==> src/rtl/sram_arb_pkg.sv <==
// Shared types and widths for the SRAM arbiter.
package sram_arb_pkg;

    localparam int unsigned ADDR_W = 20;
    localparam int unsigned DATA_W = 16;
    localparam int unsigned BE_W   = 2;

    typedef enum logic [1:0] {
        StIdle   = 2'd0,
        StAccess = 2'd1,
        StDone   = 2'd2
    } arb_state_e;

endpackage

==> src/rtl/sram_arbiter_if.sv <==
// Requester and SRAM-side signals of the two-port SRAM arbiter.
// slave: arbiter view; master: environment view (requesters plus SRAM).
interface sram_arbiter_if;
    import sram_arb_pkg::*;

    logic              req_0;
    logic              we_0;
    logic [ADDR_W-1:0] addr_0;
    logic [DATA_W-1:0] wdata_0;
    logic [BE_W-1:0]   be_n_0;
    logic              ack_0;
    logic [DATA_W-1:0] rdata_0;

    logic              req_1;
    logic              we_1;
    logic [ADDR_W-1:0] addr_1;
    logic [DATA_W-1:0] wdata_1;
    logic [BE_W-1:0]   be_n_1;
    logic              ack_1;
    logic [DATA_W-1:0] rdata_1;

    logic [ADDR_W-1:0] sram_addr;
    logic [DATA_W-1:0] sram_dq_out;
    logic              sram_dq_oe;
    logic [DATA_W-1:0] sram_dq_in;
    logic              sram_ce_n;
    logic              sram_oe_n;
    logic              sram_we_n;
    logic              sram_ub_n;
    logic              sram_lb_n;

    logic              busy;

    modport slave (
        input  req_0, we_0, addr_0, wdata_0, be_n_0,
        input  req_1, we_1, addr_1, wdata_1, be_n_1,
        input  sram_dq_in,
        output ack_0, rdata_0, ack_1, rdata_1,
        output sram_addr, sram_dq_out, sram_dq_oe,
        output sram_ce_n, sram_oe_n, sram_we_n, sram_ub_n, sram_lb_n,
        output busy
    );

    modport master (
        output req_0, we_0, addr_0, wdata_0, be_n_0,
        output req_1, we_1, addr_1, wdata_1, be_n_1,
        output sram_dq_in,
        input  ack_0, rdata_0, ack_1, rdata_1,
        input  sram_addr, sram_dq_out, sram_dq_oe,
        input  sram_ce_n, sram_oe_n, sram_we_n, sram_ub_n, sram_lb_n,
        input  busy
    );

endinterface

==> src/rtl/sram_arb_pick.sv <==
// Grant picker for the two requesters.
// SRAM_ARB_ROUND_ROBIN_EN defined: round-robin on ties using a last-granted register.
// Undefined: fixed priority, port 0 (video) over port 1, no state.
module sram_arb_pick (
    input  logic       i_clk,
    input  logic       i_reset,
    input  logic [1:0] i_req,
    input  logic       i_take,
    output logic       o_valid,
    output logic       o_sel
);

    assign o_valid = |i_req;

`ifdef SRAM_ARB_ROUND_ROBIN_EN
    logic r_last;

    // Remember the most recent winner; reset to port 1 so port 0 wins the first tie
    always_ff @(posedge i_clk) begin
        if (i_reset) begin
            r_last <= 1'b1;
        end else if (i_take) begin
            r_last <= o_sel;
        end
    end

    // Tie goes to the port not granted last; otherwise the lone requester wins
    always_comb begin
        o_sel = 1'b0;
        if (i_req == 2'b11) begin
            o_sel = ~r_last;
        end else begin
            o_sel = ~i_req[0];
        end
    end
`else
    // Port 0 wins whenever it requests
    assign o_sel = ~i_req[0];

    logic w_unused;
    assign w_unused = ^{i_clk, i_reset, i_take};
`endif

endmodule

==> src/rtl/sram_arbiter.sv <==
// Two-port asynchronous-SRAM arbiter: IDLE -> ACCESS (ACCESS_CYCLES) -> DONE.
// All SRAM outputs are registered; DONE is a bus-turnaround cycle carrying the ack.
// Optional macro SRAM_ARB_ROUND_ROBIN_EN selects round-robin arbitration (see sram_arb_pick).
module sram_arbiter
    import sram_arb_pkg::*;
#(
    parameter int unsigned ACCESS_CYCLES = 2
) (
    input  logic          clk_50,
    input  logic          reset,
    sram_arbiter_if.slave bus
);

    localparam logic [3:0] LastCnt = 4'(ACCESS_CYCLES - 1);

    arb_state_e        r_state;
    arb_state_e        w_state_d;
    logic [3:0]        r_cnt;
    logic              r_sel;
    logic              r_we;
    logic [1:0]        r_ack;
    logic [DATA_W-1:0] r_rdata_0;
    logic [DATA_W-1:0] r_rdata_1;
    logic [ADDR_W-1:0] r_sram_addr;
    logic [DATA_W-1:0] r_dq_out;
    logic              r_dq_oe;
    logic              r_ce_n;
    logic              r_oe_n;
    logic              r_we_n;
    logic [BE_W-1:0]   r_be_n;

    logic              w_valid;
    logic              w_sel;
    logic              w_take;
    logic              w_last;
    logic              w_we;
    logic [ADDR_W-1:0] w_addr;
    logic [DATA_W-1:0] w_wdata;
    logic [BE_W-1:0]   w_be_n;

    sram_arb_pick u_pick (
        .i_clk   (clk_50),
        .i_reset (reset),
        .i_req   ({bus.req_1, bus.req_0}),
        .i_take  (w_take),
        .o_valid (w_valid),
        .o_sel   (w_sel)
    );

    assign w_take = (r_state == StIdle) && w_valid;
    assign w_last = (r_cnt == LastCnt);

    // Operands of the port the picker selected
    always_comb begin
        w_we    = bus.we_0;
        w_addr  = bus.addr_0;
        w_wdata = bus.wdata_0;
        w_be_n  = bus.be_n_0;
        if (w_sel) begin
            w_we    = bus.we_1;
            w_addr  = bus.addr_1;
            w_wdata = bus.wdata_1;
            w_be_n  = bus.be_n_1;
        end
    end

    // State register
    always_ff @(posedge clk_50) begin
        if (reset) begin
            r_state <= StIdle;
        end else begin
            r_state <= w_state_d;
        end
    end

    // Next-state logic
    always_comb begin
        w_state_d = r_state;
        unique case (r_state)
            StIdle:   if (w_valid) w_state_d = StAccess;
            StAccess: if (w_last) w_state_d = StDone;
            StDone:   w_state_d = StIdle;
            default:  w_state_d = StIdle;
        endcase
    end

    // Grant latch, access counter, registered SRAM strobes, read capture and ack
    always_ff @(posedge clk_50) begin
        if (reset) begin
            r_cnt       <= 4'd0;
            r_sel       <= 1'b0;
            r_we        <= 1'b0;
            r_ack       <= 2'b00;
            r_rdata_0   <= '0;
            r_rdata_1   <= '0;
            r_sram_addr <= '0;
            r_dq_out    <= '0;
            r_dq_oe     <= 1'b0;
            r_ce_n      <= 1'b1;
            r_oe_n      <= 1'b1;
            r_we_n      <= 1'b1;
            r_be_n      <= '1;
        end else begin
            r_ack <= 2'b00;
            unique case (r_state)
                StIdle: begin
                    if (w_valid) begin
                        // Operands are sampled only here, so later changes are ignored
                        r_cnt       <= 4'd0;
                        r_sel       <= w_sel;
                        r_we        <= w_we;
                        r_sram_addr <= w_addr;
                        r_be_n      <= w_be_n;
                        r_ce_n      <= 1'b0;
                        r_oe_n      <= w_we;
                        r_we_n      <= ~w_we;
                        r_dq_oe     <= w_we;
                        if (w_we) begin
                            r_dq_out <= w_wdata;
                        end
                    end
                end
                StAccess: begin
                    r_cnt <= r_cnt + 4'd1;
                    if (w_last) begin
                        r_ce_n  <= 1'b1;
                        r_oe_n  <= 1'b1;
                        r_we_n  <= 1'b1;
                        r_be_n  <= '1;
                        r_dq_oe <= 1'b0;
                        r_ack[r_sel] <= 1'b1;
                        if (!r_we) begin
                            if (r_sel) begin
                                r_rdata_1 <= bus.sram_dq_in;
                            end else begin
                                r_rdata_0 <= bus.sram_dq_in;
                            end
                        end
                    end
                end
                default: ;
            endcase
        end
    end

    assign bus.ack_0       = r_ack[0];
    assign bus.ack_1       = r_ack[1];
    assign bus.rdata_0     = r_rdata_0;
    assign bus.rdata_1     = r_rdata_1;
    assign bus.sram_addr   = r_sram_addr;
    assign bus.sram_dq_out = r_dq_out;
    assign bus.sram_dq_oe  = r_dq_oe;
    assign bus.sram_ce_n   = r_ce_n;
    assign bus.sram_oe_n   = r_oe_n;
    assign bus.sram_we_n   = r_we_n;
    assign bus.sram_ub_n   = r_be_n[1];
    assign bus.sram_lb_n   = r_be_n[0];
    assign bus.busy        = (r_state != StIdle);

endmodule

==> src/flat_wrapper.sv <==
// flat-port wrapper written by rule: the top's interface ports become plain ports
module sram_arbiter_flat import sram_arb_pkg::*;
#(
    parameter int unsigned ACCESS_CYCLES = 2
)
  (clk_50, reset, bus_req_0, bus_we_0, bus_addr_0, bus_wdata_0, bus_be_n_0, bus_req_1, bus_we_1, bus_addr_1, bus_wdata_1, bus_be_n_1, bus_sram_dq_in, bus_ack_0, bus_rdata_0, bus_ack_1, bus_rdata_1, bus_sram_addr, bus_sram_dq_out, bus_sram_dq_oe, bus_sram_ce_n, bus_sram_oe_n, bus_sram_we_n, bus_sram_ub_n, bus_sram_lb_n, bus_busy);
  sram_arbiter_if bus_i ();
  input  logic clk_50;
  input  logic reset;
  input wire logic [$bits(bus_i.req_0)-1:0] bus_req_0;
  input wire logic [$bits(bus_i.we_0)-1:0] bus_we_0;
  input wire logic [$bits(bus_i.addr_0)-1:0] bus_addr_0;
  input wire logic [$bits(bus_i.wdata_0)-1:0] bus_wdata_0;
  input wire logic [$bits(bus_i.be_n_0)-1:0] bus_be_n_0;
  input wire logic [$bits(bus_i.req_1)-1:0] bus_req_1;
  input wire logic [$bits(bus_i.we_1)-1:0] bus_we_1;
  input wire logic [$bits(bus_i.addr_1)-1:0] bus_addr_1;
  input wire logic [$bits(bus_i.wdata_1)-1:0] bus_wdata_1;
  input wire logic [$bits(bus_i.be_n_1)-1:0] bus_be_n_1;
  input wire logic [$bits(bus_i.sram_dq_in)-1:0] bus_sram_dq_in;
  output wire logic [$bits(bus_i.ack_0)-1:0] bus_ack_0;
  output wire logic [$bits(bus_i.rdata_0)-1:0] bus_rdata_0;
  output wire logic [$bits(bus_i.ack_1)-1:0] bus_ack_1;
  output wire logic [$bits(bus_i.rdata_1)-1:0] bus_rdata_1;
  output wire logic [$bits(bus_i.sram_addr)-1:0] bus_sram_addr;
  output wire logic [$bits(bus_i.sram_dq_out)-1:0] bus_sram_dq_out;
  output wire logic [$bits(bus_i.sram_dq_oe)-1:0] bus_sram_dq_oe;
  output wire logic [$bits(bus_i.sram_ce_n)-1:0] bus_sram_ce_n;
  output wire logic [$bits(bus_i.sram_oe_n)-1:0] bus_sram_oe_n;
  output wire logic [$bits(bus_i.sram_we_n)-1:0] bus_sram_we_n;
  output wire logic [$bits(bus_i.sram_ub_n)-1:0] bus_sram_ub_n;
  output wire logic [$bits(bus_i.sram_lb_n)-1:0] bus_sram_lb_n;
  output wire logic [$bits(bus_i.busy)-1:0] bus_busy;
  assign bus_i.req_0 = bus_req_0;
  assign bus_i.we_0 = bus_we_0;
  assign bus_i.addr_0 = bus_addr_0;
  assign bus_i.wdata_0 = bus_wdata_0;
  assign bus_i.be_n_0 = bus_be_n_0;
  assign bus_i.req_1 = bus_req_1;
  assign bus_i.we_1 = bus_we_1;
  assign bus_i.addr_1 = bus_addr_1;
  assign bus_i.wdata_1 = bus_wdata_1;
  assign bus_i.be_n_1 = bus_be_n_1;
  assign bus_i.sram_dq_in = bus_sram_dq_in;
  assign bus_ack_0 = bus_i.ack_0;
  assign bus_rdata_0 = bus_i.rdata_0;
  assign bus_ack_1 = bus_i.ack_1;
  assign bus_rdata_1 = bus_i.rdata_1;
  assign bus_sram_addr = bus_i.sram_addr;
  assign bus_sram_dq_out = bus_i.sram_dq_out;
  assign bus_sram_dq_oe = bus_i.sram_dq_oe;
  assign bus_sram_ce_n = bus_i.sram_ce_n;
  assign bus_sram_oe_n = bus_i.sram_oe_n;
  assign bus_sram_we_n = bus_i.sram_we_n;
  assign bus_sram_ub_n = bus_i.sram_ub_n;
  assign bus_sram_lb_n = bus_i.sram_lb_n;
  assign bus_busy = bus_i.busy;
  sram_arbiter #(.ACCESS_CYCLES(ACCESS_CYCLES)) u_core (.clk_50(clk_50), .reset(reset), .bus(bus_i));
endmodule
==> config.mk <==
export PLATFORM = sky130hd
export DESIGN_NAME = sram_arbiter_flat
export DESIGN_NICKNAME = d
export VERILOG_FILES = /design/src/rtl/sram_arb_pkg.sv /design/src/rtl/sram_arbiter_if.sv /design/src/rtl/sram_arb_pick.sv /design/src/rtl/sram_arbiter.sv /design/src/flat_wrapper.sv
export SDC_FILE = /design/constraint.sdc
export NUM_CORES = 1
export LEC_CHECK = 0
export ABC_AREA = 1
export CORE_ASPECT_RATIO = 0.7
export CORE_UTILIZATION = 40
export CTS_CLUSTER_DIAMETER = 60
export CTS_CLUSTER_SIZE = 24
export DETAILED_ROUTE_END_ITERATION = 16
export PLACE_DENSITY = 0.76
export SLEW_MARGIN = 25
export SYNTH_ARGS = -nofsm -noshare
export SYNTH_HDL_FRONTEND = slang
export SYNTH_SLANG_ARGS = --single-unit
==> constraint.sdc <==
create_clock -name clk_50 -period 1.9 [get_ports clk_50]
set_clock_uncertainty 0.05 [all_clocks]
set_input_delay 0.38 -clock clk_50 [delete_from_list [all_inputs] [get_ports clk_50]]
set_output_delay 0.38 -clock clk_50 [all_outputs]
set_load 0.005 [all_outputs]
### Word level (Yosys, flattened, before mapping)

Index checks and enable logic that the tools add are counted.
Widths: inputs -> output; s select.

* register bits after elaboration: 84
* output and inout bits: 77
* bits of input ports: 98

* bitwise operators: 6
* $lt $le $gt $ge: 2
* $add $sub $neg: 1
* mux-type cells: 23
* reduce and logical (&&, ||, !) cells: 13
* equality and inequality tests: 4

Operators by type and width (count)
* $mux 20: 1
* $mux 16: 1
* $mux 2: 5
* $pmux 1 s2: 4
* $pmux 2 s2: 2
* $pmux 4 s2: 1
* $reduce_and 4->1: 2
* $mux 1: 7
* $not 1->1: 6
* $reduce_and 2->1: 3
* $reduce_and 3->1: 2
* $add 4x1->4 const B: 1
* $eq 4x1->1 const B: 1
* $mux 4: 1
* $reduce_bool 2->1: 2
* $reduce_or 3->1: 1
* $eq 2x1->1 const B: 1
* $logic_not 2->1: 1
* $lt 1x2->1 const B: 1
* $ne 2x1->1 const B: 1
* $ne 2x2->1 const B: 1
* $reduce_or 2->1: 1
* $demux 1 s1: 1
* $ge 1x1->1 const B: 1
* $logic_and 1x1->1: 1

### Longest topological paths before layout

Gate-level depths: netlist of run 1.

* word-level depth: 4
* mapped depth: 9

### Modules after synthesis

From an unflattened synthesis of run 1, not the netlist that was laid out.

* cell total of the unflattened synthesis: 584
* area total of the unflattened synthesis: 3953.8 µm²

Modules (own cells, without submodules)
* sram_arbiter: instances 1, sequential area each 1681.6 µm², cells an instance 581, area each 3940.0 µm²
* sram_arb_pick: instances 1, sequential area each 0.0 µm², cells an instance 3, area each 13.8 µm²

### Worst setup path before layout of run 1

Ideal clock, no wire load.

* kind: reg2reg
* start: register u_core.r_cnt[0]
* end: register u_core.r_rdata_0[0] (netlist: u_core.bus.rdata_0[0])
* setup slack: 557 ps
* data required time: 1734 ps
* setup time: 116 ps
* clock period less this slack: 1343 ps
* arrival: 1178 ps
* buffers on the path: 1
* cell stages (with the launch flop): 8
* path through: dfxtp_1 -> ha_1 -> nand2_1 -> inv_1 -> nand3_4 -> clkbuf_2 -> o21ai_0 -> nor2_1

* word-level cells in the longest chain between the ends: 2

RTL lines
* from (decl): line sram_arbiter.sv:18 `logic [3:0] r_cnt;`
* from (signal assigned): line sram_arbiter.sv:124 `r_cnt <= r_cnt + 4'd1;`
* $eq 4x1->1: line sram_arbiter.sv:51 `assign w_last = (r_cnt == LastCnt);`
* $reduce_and 4->1 (no source line)
* to (signal assigned): line sram_arbiter.sv:136 `r_rdata_0 <= bus.sram_dq_in;`
* to (decl): line sram_arbiter.sv:22 `logic [DATA_W-1:0] r_rdata_0;`

No other way between the ends.
A chain may end at the register's enable or synchronous reset.

### Worst setup path after layout of run 1

* start: register u_core.r_state[0]
* end: output bus_busy

* word-level cells in the longest chain between the ends: 1

RTL lines
* from (decl): line sram_arbiter.sv:16 `arb_state_e r_state;`
* from (signal assigned): line sram_arbiter.sv:70 `r_state <= StIdle;`
* from (signal assigned): line sram_arbiter.sv:72 `r_state <= w_state_d;`
* $reduce_bool 2->1: line sram_arbiter.sv:158 `assign bus.busy = (r_state != StIdle);`
* to (decl): line flat_wrapper.sv:33 `output wire logic [$bits(bus_i.busy)-1:0] bus_busy;`

No other way between the ends.

==> flow_metrics.py, run 1 <==
metrics = {
    "final_layout": {
        "final_cell_mix": "174 x clkdlybuf4s50_1, 143 x nor2_1, 131 x nand2_1",
        "drive_above_1_share_pct": 5.588,
        "multi_input_area_sq_um": 1629,
        "n_fill_cell": 765,
        "final_common_cell": "clkdlybuf4s50_1",
        "register_area_sq_um": 1682,
        "antenna_cells": 0,
        "fin_cells": 800,
        "syn2layout_area_growth_pct": 61.33,
        "layout.nets": 775,
    },
    "sta": {
        "timing_hold_violations_final": 0,
        "finalCriticalPeriod_ns": 1.836,
        "worst_slew_pin_slew_ns": 0.3908,
        "holdWs_ns": 0.4204,
        "fmax_mhz": 544.7,
        "setup_viol": 0,
        "final_max_slew_viol_count": 0,
        "rsz0062_at_grt": "false",
        "post-route-period-util_pct": 96.63,
        "slew_headroom_pct": 73.95,
    },
    "setup_path": {
        "worst-r2r-setup-slack_ns": 0.22,
        "crit_path_cell_trace": "inv_2, nand2_1, clkdlybuf4s50_1",
        "timing.critical_path.to_type": "primary output",
        "slowest_delay_ns": 0.51,
        "crit_arrival_ns": 1.41,
        "crit_type": "reg2out",
        "critPathSlowestCell": "clkdlybuf4s50_1",
        "crit_required_ns": 1.47,
        "cp-start-kind": "register",
        "crit_fanout": 2,
    },
    "synth": {
        "synth-compound-area-share_pct": 11.68,
        "synth-async-reset-ratio_pct": 0,
        "synth_seq_cells": 84,
        "synth_area_sq_um": 3523,
        "synth_xor_area_share_pct": 0,
        "synth_edf_count": 0,
        "ys_seq_area_share_pct": 47.73,
        "synth_nets": 606,
        "avgSynthCellArea_sq_um": 6.963,
        "synth_mux_area_share_pct": 0,
        "synth_ff_type": "dfxtp_1",
        "yosysUniqueCellTypes": 24,
        "synth_fa_ha_area_share_pct": 0.7102,
        "synthSimpleGateAreaFrac_pct": 33.84,
        "synth_top_family_by_area": "simple AND/OR/NAND/NOR gates",
        "synthCells": 506,
        "ys.warnings.count": 0,
    },
    "detailed_routing": {
        "wl_met2_microns": 4968,
        "wl_met3_microns": 724,
        "wl_per_cell_microns": 13.00,
        "drt_pass1_iterations": 4,
        "top_layer": "met4",
        "viasPerCell": 4.676,
        "drt-met1-wl_microns": 4593,
        "ant_nets": 0,
        "wl_microns": 10400,
        "via_count": 3741,
        "drt_iter0_markers": 252,
        "drcViolationCount": 0,
    },
    "power": {
        "irDropWorstVdd_mv": 0.5860,
        "powerDensity_nw_per_um2": 856.5,
        "power.total_mw": 4.868,
        "p_leak_nw": 2.371,
    },
    "placement": {
        "post-place-cells": 784,
        "gp_congestion": 0.8303,
        "place_hpwl_microns": 7658,
        "port_buffers": 174,
    },
    "flow_run": {
        "cap_violations": 0,
    },
    "global_route": {
        "grt_use_total_pct": 22.80,
        "antenna_found_initial": 0,
        "grt_max_degree": 78,
        "globalRouteOverflowTotal": 0,
        "grt_pass1_wl_microns": 16530,
        "grt_pass1_vias": 3610,
    },
    "clock_network": {
        "cts_resized": 0,
        "cts_buffer_depth": 2,
        "clockRootBuffer": "clkbuf_16",
        "cts_tree": "built",
        "post-cts-setup-buffers": 0,
        "holdBufCountCts": 0,
        "insertion_delay_ns": 0.33,
        "cts_sinks": 84,
        "htree_levels": 3,
        "clk_pin_slew_worst_paths_ns": 0.06,
        "numCtsBuffers": 9,
    },
    "die": {
        "ios": 175,
        "die_h_microns": 80.53,
        "fp.coreArea_sq_um": 8513,
        "dieArea_sq_um": 9194,
        "fp-row-count": 28,
        "chipWidth_microns": 114.2,
        "start_util_pct": 41.39,
    },
    "hold_path": {
        "min_path_type": "reg2reg",
    },
    "status": {
        "status": "finished clean",
    },
}
worst max-delay path: cells and delay by family, from the launching register on:
kind	cells	cell delay, ns
flip-flops	1	0.39
AND/OR/NAND/NOR	1	0.11
buffers and inverters	2	0.58
cells in the mapped netlist, types with 3 or more instances:
cell	count	area, sq um
nor2_1	143	536.8
nand2_1	131	491.7
dfxtp_1	84	1682
o21ai_0	62	310.3
nand3_1	12	60.06
buf_2	11	55.05
o21ai_1	10	50.05
clkbuf_1	9	33.78
inv_1	9	33.78
a21oi_1	7	35.03
buf_6	4	45.04
nand4_1	4	25.02
inv_2	3	11.26
report_power, final:
part,leakage [nW],total [mW],switching (mW),internal (mW)
Combinational,1.53,1.00,0.445,0.556
Clock,0.155,1.89,0.719,1.17
Sequential,0.688,1.98,0.0786,1.90
Total,2.37,4.87,1.24,3.63
cell type report:
cell class	instances	area share [%]
clock buffers	10	4.028
well taps	120	2.641
multi-input cells	380	28.66
repair buffers	185	32.31
inverters	15	1.079
flip-flops and latches	84	29.58
clock inverters	6	1.695
sequential cells by signal, indices dropped and copies added, names as in the netlist:
register / count
u_core.bus.sram_ce_n: 1
u_core.bus.rdata_1: 16
u_core.bus.sram_we_n: 1
u_core.bus.sram_dq_out: 16
u_core.bus.rdata_0: 16
u_core.r_we: 1
u_core.bus.sram_oe_n: 1
u_core.bus.sram_addr: 20
u_core.r_cnt: 4
u_core.bus.sram_dq_oe: 1
u_core.r_be_n: 2
u_core.r_state: 2
u_core.r_ack: 2
u_core.r_sel: 1
kinds of logic (layout without fill, tap and decap cells):
family | count (synthesis) | count (layout)
AND/OR/NAND/NOR | 297 | 297
flip-flops | 84 | 84
AO/OA/AOI/OAI | 81 | 81
buffers and inverters | 42 | 216
adder cells (fa/ha/maj) | 2 | 2
final timing paths:
kind | cells after the start | startpoint | to
worst min register to register | 1 | u_core.r_sel | u_core.r_ack[0]
worst min-delay path | 1 | u_core.r_sel | u_core.r_ack[0]
worst max-delay path | 3 | u_core.r_state[0] | bus_busy
worst max register to register | 8 | u_core.r_cnt[1] | u_core.bus.rdata_1[4]
through the flow:
step                      setup TNS [ns]  worst slack (ns)  area, sq um  utilization [%]
after floorplan                        0            0.5566         3523                -
after global placement                 0           0.02786         5359            62.95
after detailed placement         -0.6383          -0.07545         5359            62.95
after CTS                              0           0.05053         5684            66.77
after global routing                   0          0.006770         5684            66.77
final                                  0           0.06398         5684            66.77
routing by layer:
layer | up-vias | track usage, %
met1 | 1677 | 27.12
met2 | 119 | 40.42
met4 | 0 | 6.494
met5 | - | 0
li1 | 1934 | -
met3 | 11 | 6.113
Note: power is estimated with default switching activity, not from simulation.
==> inputs of run 2 (changes only) <==
--- a/config.mk
+++ b/config.mk
@@ -11,6 +11,8 @@
 export CTS_CLUSTER_DIAMETER = 60
 export CTS_CLUSTER_SIZE = 24
 export DETAILED_ROUTE_END_ITERATION = 16
+export GPL_ROUTABILITY_DRIVEN = 0
+export MAX_ROUTING_LAYER = met4
 export PLACE_DENSITY = 0.76
 export SLEW_MARGIN = 25
 export SYNTH_ARGS = -nofsm -noshare
==> flow_metrics.py, run 2 (synthesized netlist as in run 1, its figures left out) <==
metrics = {
    "status": {
        "status": "finished clean",
    },
    "global_route": {
        "grt_use_total_pct": 23.77,
        "grt_pass1_wl_microns": 16170,
        "grt_max_degree": 41,
        "globalRouteOverflowTotal": 0,
        "grt_pass1_vias": 3505,
        "antenna_found_initial": 0,
    },
    "detailed_routing": {
        "drt_iter0_markers": 221,
        "ant_nets": 0,
        "wl_microns": 10520,
        "drt_pass1_iterations": 5,
        "viasPerCell": 4.723,
        "via_count": 3788,
        "drcViolationCount": 0,
        "wl_per_cell_microns": 13.12,
    },
    "hold_path": {
        "min_path_type": "reg2reg",
    },
    "placement": {
        "dp_slack_ns": -0.02741,
        "place_hpwl_microns": 7918,
        "port_buffers": 174,
        "placed_area_sq_um": 5411,
    },
    "clock_network": {
        "cts_resized": 0,
        "cts_tree": "built",
        "cts_buffer_depth": 2,
        "clk_pin_slew_worst_paths_ns": 0.06,
        "post-cts-setup-buffers": 0,
        "insertion_delay_ns": 0.33,
        "clockRootBuffer": "clkbuf_16",
        "numCtsBuffers": 9,
        "cts_sinks": 84,
        "holdBufCountCts": 0,
        "htree_levels": 3,
    },
    "power": {
        "irDropWorstVdd_mv": 0.5933,
        "powerDensity_nw_per_um2": 851.2,
        "power.total_mw": 4.883,
        "p_leak_nw": 2.396,
    },
    "final_layout": {
        "layout.nets": 777,
        "largest_reg_flops": 20,
        "antenna_cells": 0,
        "drive_above_1_share_pct": 6.158,
        "syn2layout_area_growth_pct": 62.82,
        "final_cell_mix": "174 x clkdlybuf4s50_1, 143 x nor2_1, 131 x nand2_1",
        "final_common_cell": "clkdlybuf4s50_1",
        "stdcell_area_sq_um": 5737,
    },
    "die": {
        "ios": 175,
        "die_h_microns": 80.53,
        "fp-row-count": 28,
        "start_util_pct": 41.39,
        "fp.coreArea_sq_um": 8513,
        "chipWidth_microns": 114.2,
        "dieArea_sq_um": 9194,
    },
    "setup_path": {
        "crit_fanout": 6,
        "critPathSlowestCell": "clkdlybuf4s50_1",
        "slowest_delay_ns": 0.51,
        "cp-start-kind": "register",
        "crit_path_cell_trace": "inv_1, nand2_1, clkdlybuf4s50_1",
        "timing.critical_path.to_type": "primary output",
        "crit_required_ns": 1.47,
        "crit_type": "reg2out",
        "crit_arrival_ns": 1.36,
        "worst-r2r-setup-slack_ns": 0.18,
    },
    "sta": {
        "finalCriticalPeriod_ns": 1.791,
        "fmax_mhz": 558.4,
        "setup_viol": 0,
        "slew_headroom_pct": 83.25,
        "timing_hold_violations_final": 0,
        "rsz0062_at_grt": "false",
        "finalWorstSetupSlack_ns": 0.1093,
        "post-route-period-util_pct": 94.25,
        "worst_slew_pin_slew_ns": 0.2507,
        "final_max_slew_viol_count": 0,
    },
    "flow_run": {
        "cap_violations": 0,
    },
}
## run 2: path summary, 6_finish.rpt
| check | start | endpoint | cells after the start |
|---|---|---|---|
| hold reg to reg | u_core.r_sel | u_core.r_ack[0] | 1 |
| hold / removal | u_core.r_sel | u_core.r_ack[0] | 1 |
| setup / recovery | u_core.r_state[1] | bus_busy | 3 |
| setup reg to reg | u_core.r_cnt[1] | u_core.bus.rdata_1[2] | 8 |
## run 2: layout make-up
cell class,instances,area [sq um]
Clock buffer,9,225.2
Fill cell,738,2776
Tap cell,120,150.1
Sequential cell,84,1683
Clock inverter,7,98.84
Multi-Input combinational cell,380,1629
Inverter,15,61.31
Timing Repair Buffer,187,1889
## run 2: routing by layer
layer  share of wire (%)  vias up  GRT usage, %
met5                   0        -             -
met4                 1.4        0         8.961
met3                 6.1       13         6.491
met2                  47      123         38.85
met1                  45     1708         28.13
li1                    -     1944             -
## run 2: critical path: cells and delay by family (launching register included)
family        cells  cell delay, ns
simple gates      1            0.10
buf+inv           2            0.61
flops             1            0.32
## run 2: power by group
part           leakage (nW)  internal, mW  switching, mW
Sequential            0.688          1.90         0.0779
Combinational          1.55         0.567          0.452
Clock                 0.156          1.16          0.723
## run 2: per-stage QoR
stage / setup TNS (ns) / util (%) / instances / hold WS, ns
after global routing: 0 / 67.39 / 802 / 0.4325
after detailed placement: -0.1482 / 63.57 / 786 / 0.3975
after global placement: 0 / 63.57 / 786 / 0.3856
final: 0 / 67.39 / 802 / 0.4063
after CTS: 0 / 67.37 / 802 / 0.4092
after floorplan: 0 / - / 506 / 0.3750
==> inputs of run 3 (changes only) <==
--- a/config.mk
+++ b/config.mk
@@ -6,7 +6,7 @@
 export NUM_CORES = 1
 export LEC_CHECK = 0
 export ABC_AREA = 1
-export CORE_ASPECT_RATIO = 0.7
+export CORE_ASPECT_RATIO = 0.8
 export CORE_UTILIZATION = 40
 export CTS_CLUSTER_DIAMETER = 60
 export CTS_CLUSTER_SIZE = 24
==> flow_metrics.py, run 3 (synthesized netlist as in run 1, its figures left out) <==
metrics = {
    "global_route": {
        "grt_pass1_vias": 3459,
        "antenna_found_initial": 0,
        "grt_use_total_pct": 22.64,
        "globalRouteOverflowTotal": 0,
        "grt_max_degree": 45,
        "grt_pass1_wl_microns": 15940,
    },
    "power": {
        "irDropWorstVdd_mv": 0.4248,
        "netSwitchingFraction_pct": 27.18,
        "p_clk_share_pct": 32.7,
        "p_leak_nw": 2.340,
        "switching_power_mw": 1.205,
        "powerDensity_nw_per_um2": 792.0,
        "seqPwrFrac_pct": 44.6,
        "p_comb_share_pct": 22.7,
        "internal_power_mw": 3.228,
    },
    "placement": {
        "place_hpwl_microns": 7497,
        "placed_area_sq_um": 5364,
        "dp_slack_ns": -0.009929,
        "port_buffers": 174,
        "post-place-cells": 778,
    },
    "clock_network": {
        "cts_tree": "built",
        "clockRootBuffer": "clkbuf_8",
        "cts_sinks": 84,
        "holdBufCountCts": 0,
        "numCtsBuffers": 9,
        "insertion_delay_ns": 0.35,
        "clk_pin_slew_worst_paths_ns": 0.09,
        "cts_buffer_depth": 2,
        "htree_levels": 3,
    },
    "die": {
        "ios": 175,
        "fp.coreArea_sq_um": 8521,
        "dieArea_sq_um": 9190,
        "start_util_pct": 41.35,
        "fp-row-count": 30,
        "die_h_microns": 85.95,
        "chipWidth_microns": 106.9,
    },
    "setup_path": {
        "crit_required_ns": 1.47,
        "cp-start-kind": "register",
        "crit_type": "reg2out",
        "timing.critical_path.to_type": "primary output",
        "crit_arrival_ns": 1.39,
        "crit_fanout": 6,
    },
    "flow_run": {
        "cap_violations": 0,
    },
    "detailed_routing": {
        "wl_met3_microns": 639,
        "top_layer": "met4",
        "drcViolationCount": 0,
        "wl_microns": 10060,
        "ant_nets": 0,
        "via_count": 3751,
        "wl_met2_microns": 4764,
        "viasPerCell": 4.724,
        "drt_iter0_markers": 161,
        "drt_pass1_iterations": 4,
        "wl_per_cell_microns": 12.67,
        "drt-met1-wl_microns": 4548,
    },
    "hold_path": {
        "min_path_type": "reg2reg",
    },
    "final_layout": {
        "n_fill_cell": 751,
        "final_cell_mix": "174 x clkdlybuf4s50_1, 143 x nor2_1, 130 x nand2_1",
        "final_common_cell": "clkdlybuf4s50_1",
        "syn2layout_area_growth_pct": 58.84,
        "antenna_cells": 0,
        "largest_reg_flops": 20,
        "drive_above_1_share_pct": 6.452,
        "stdcell_area_sq_um": 5597,
        "layout.nets": 777,
        "fin_cells": 794,
    },
    "sta": {
        "worst_slew_pin_slew_ns": 0.3483,
        "finalWorstSetupSlack_ns": 0.08210,
        "finalCriticalPeriod_ns": 1.818,
        "finalSetupTns_ns": 0,
        "final_max_slew_viol_count": 0,
        "setup_viol": 0,
        "holdWs_ns": 0.4254,
        "slew_headroom_pct": 76.78,
        "fmax_mhz": 550.1,
        "post-route-period-util_pct": 95.68,
        "timing_hold_violations_final": 0,
        "rsz0062_at_grt": "false",
    },
    "status": {
        "status": "finished clean",
    },
}
[run 3: cell types whose count changed in the layout (fill, tap and decap cells not counted)]
cell / before / now
inv_2: 3 / 4
nand2_2: 0 / 1
clkinv_1: 1 / 0
nand2_1: 131 / 130
clkbuf_16: 9 / 0
inv_6: 2 / 3
buf_12: 4 / 1
clkbuf_8: 0 / 9
inv_8: 0 / 1
clkinv_4: 1 / 0
clkinv_2: 3 / 2
buf_4: 9 / 12
[run 3: critical path: stages, from the launching register on]
cell	delay (ns)
dfxtp_1	0.35
inv_1	0.11
nand2_2	0.09
clkdlybuf4s50_1	0.50
[run 3: timing repair]
item                       in CTS  in global routing
gates resized for setup         0                  2
setup endpoints to repair       0                  1
setup buffers                   0                  0
[run 3: cell type report]
type                       count  area [sq um]  area share [%]
timing repair buffer         187          1852           33.09
sequential                    84          1683           30.07
multi-input combinational    380          1632           29.15
tap                          112         140.1           2.504
clock buffer                   9         123.9           2.213
clock inverter                 7         105.1           1.878
inverter                      15         61.31           1.095
[run 3: per-layer routing]
layer	vias up	GRT usage, %
met3	11	5.699
met2	135	37.83
met5	-	-
li1	1941	-
met4	0	5.106
met1	1664	27.58
[run 3: final timing paths]
path | slack [ns] | to | cells past startpoint | start
min reg2reg | 0.43 | u_core.r_ack[0] | 1 | u_core.r_sel
min | 0.43 | u_core.r_ack[0] | 1 | u_core.r_sel
max | 0.08 | bus_busy | 3 | u_core.r_state[1]
max reg2reg | 0.25 | u_core.bus.rdata_1[5] | 8 | u_core.r_cnt[1]
[run 3: through the flow]
step | power [mW] | util (%)
6_report | 4.433 | 65.68
5_1_grt | 4.667 | 65.68
4_1_cts | 4.468 | 65.64
3_5_place_dp | 3.024 | 62.95
3_3_place_gp | 3.003 | 62.95
2_1_floorplan | 2.443 | -
[run 3: power by group through the flow]
| stage | clock (mW) | sequential [mW] | combinational, mW |
|---|---|---|---|
| 2_1_floorplan | 0 | 2.02 | 0.418 |
| 3_3_place_gp | 0 | 2.01 | 0.989 |
| 3_5_place_dp | 0 | 2.02 | 1.01 |
| 4_1_cts | 1.48 | 1.98 | 1.01 |
| 5_1_grt | 1.56 | 2.00 | 1.11 |
| 6_report | 1.45 | 1.98 | 1.01 |
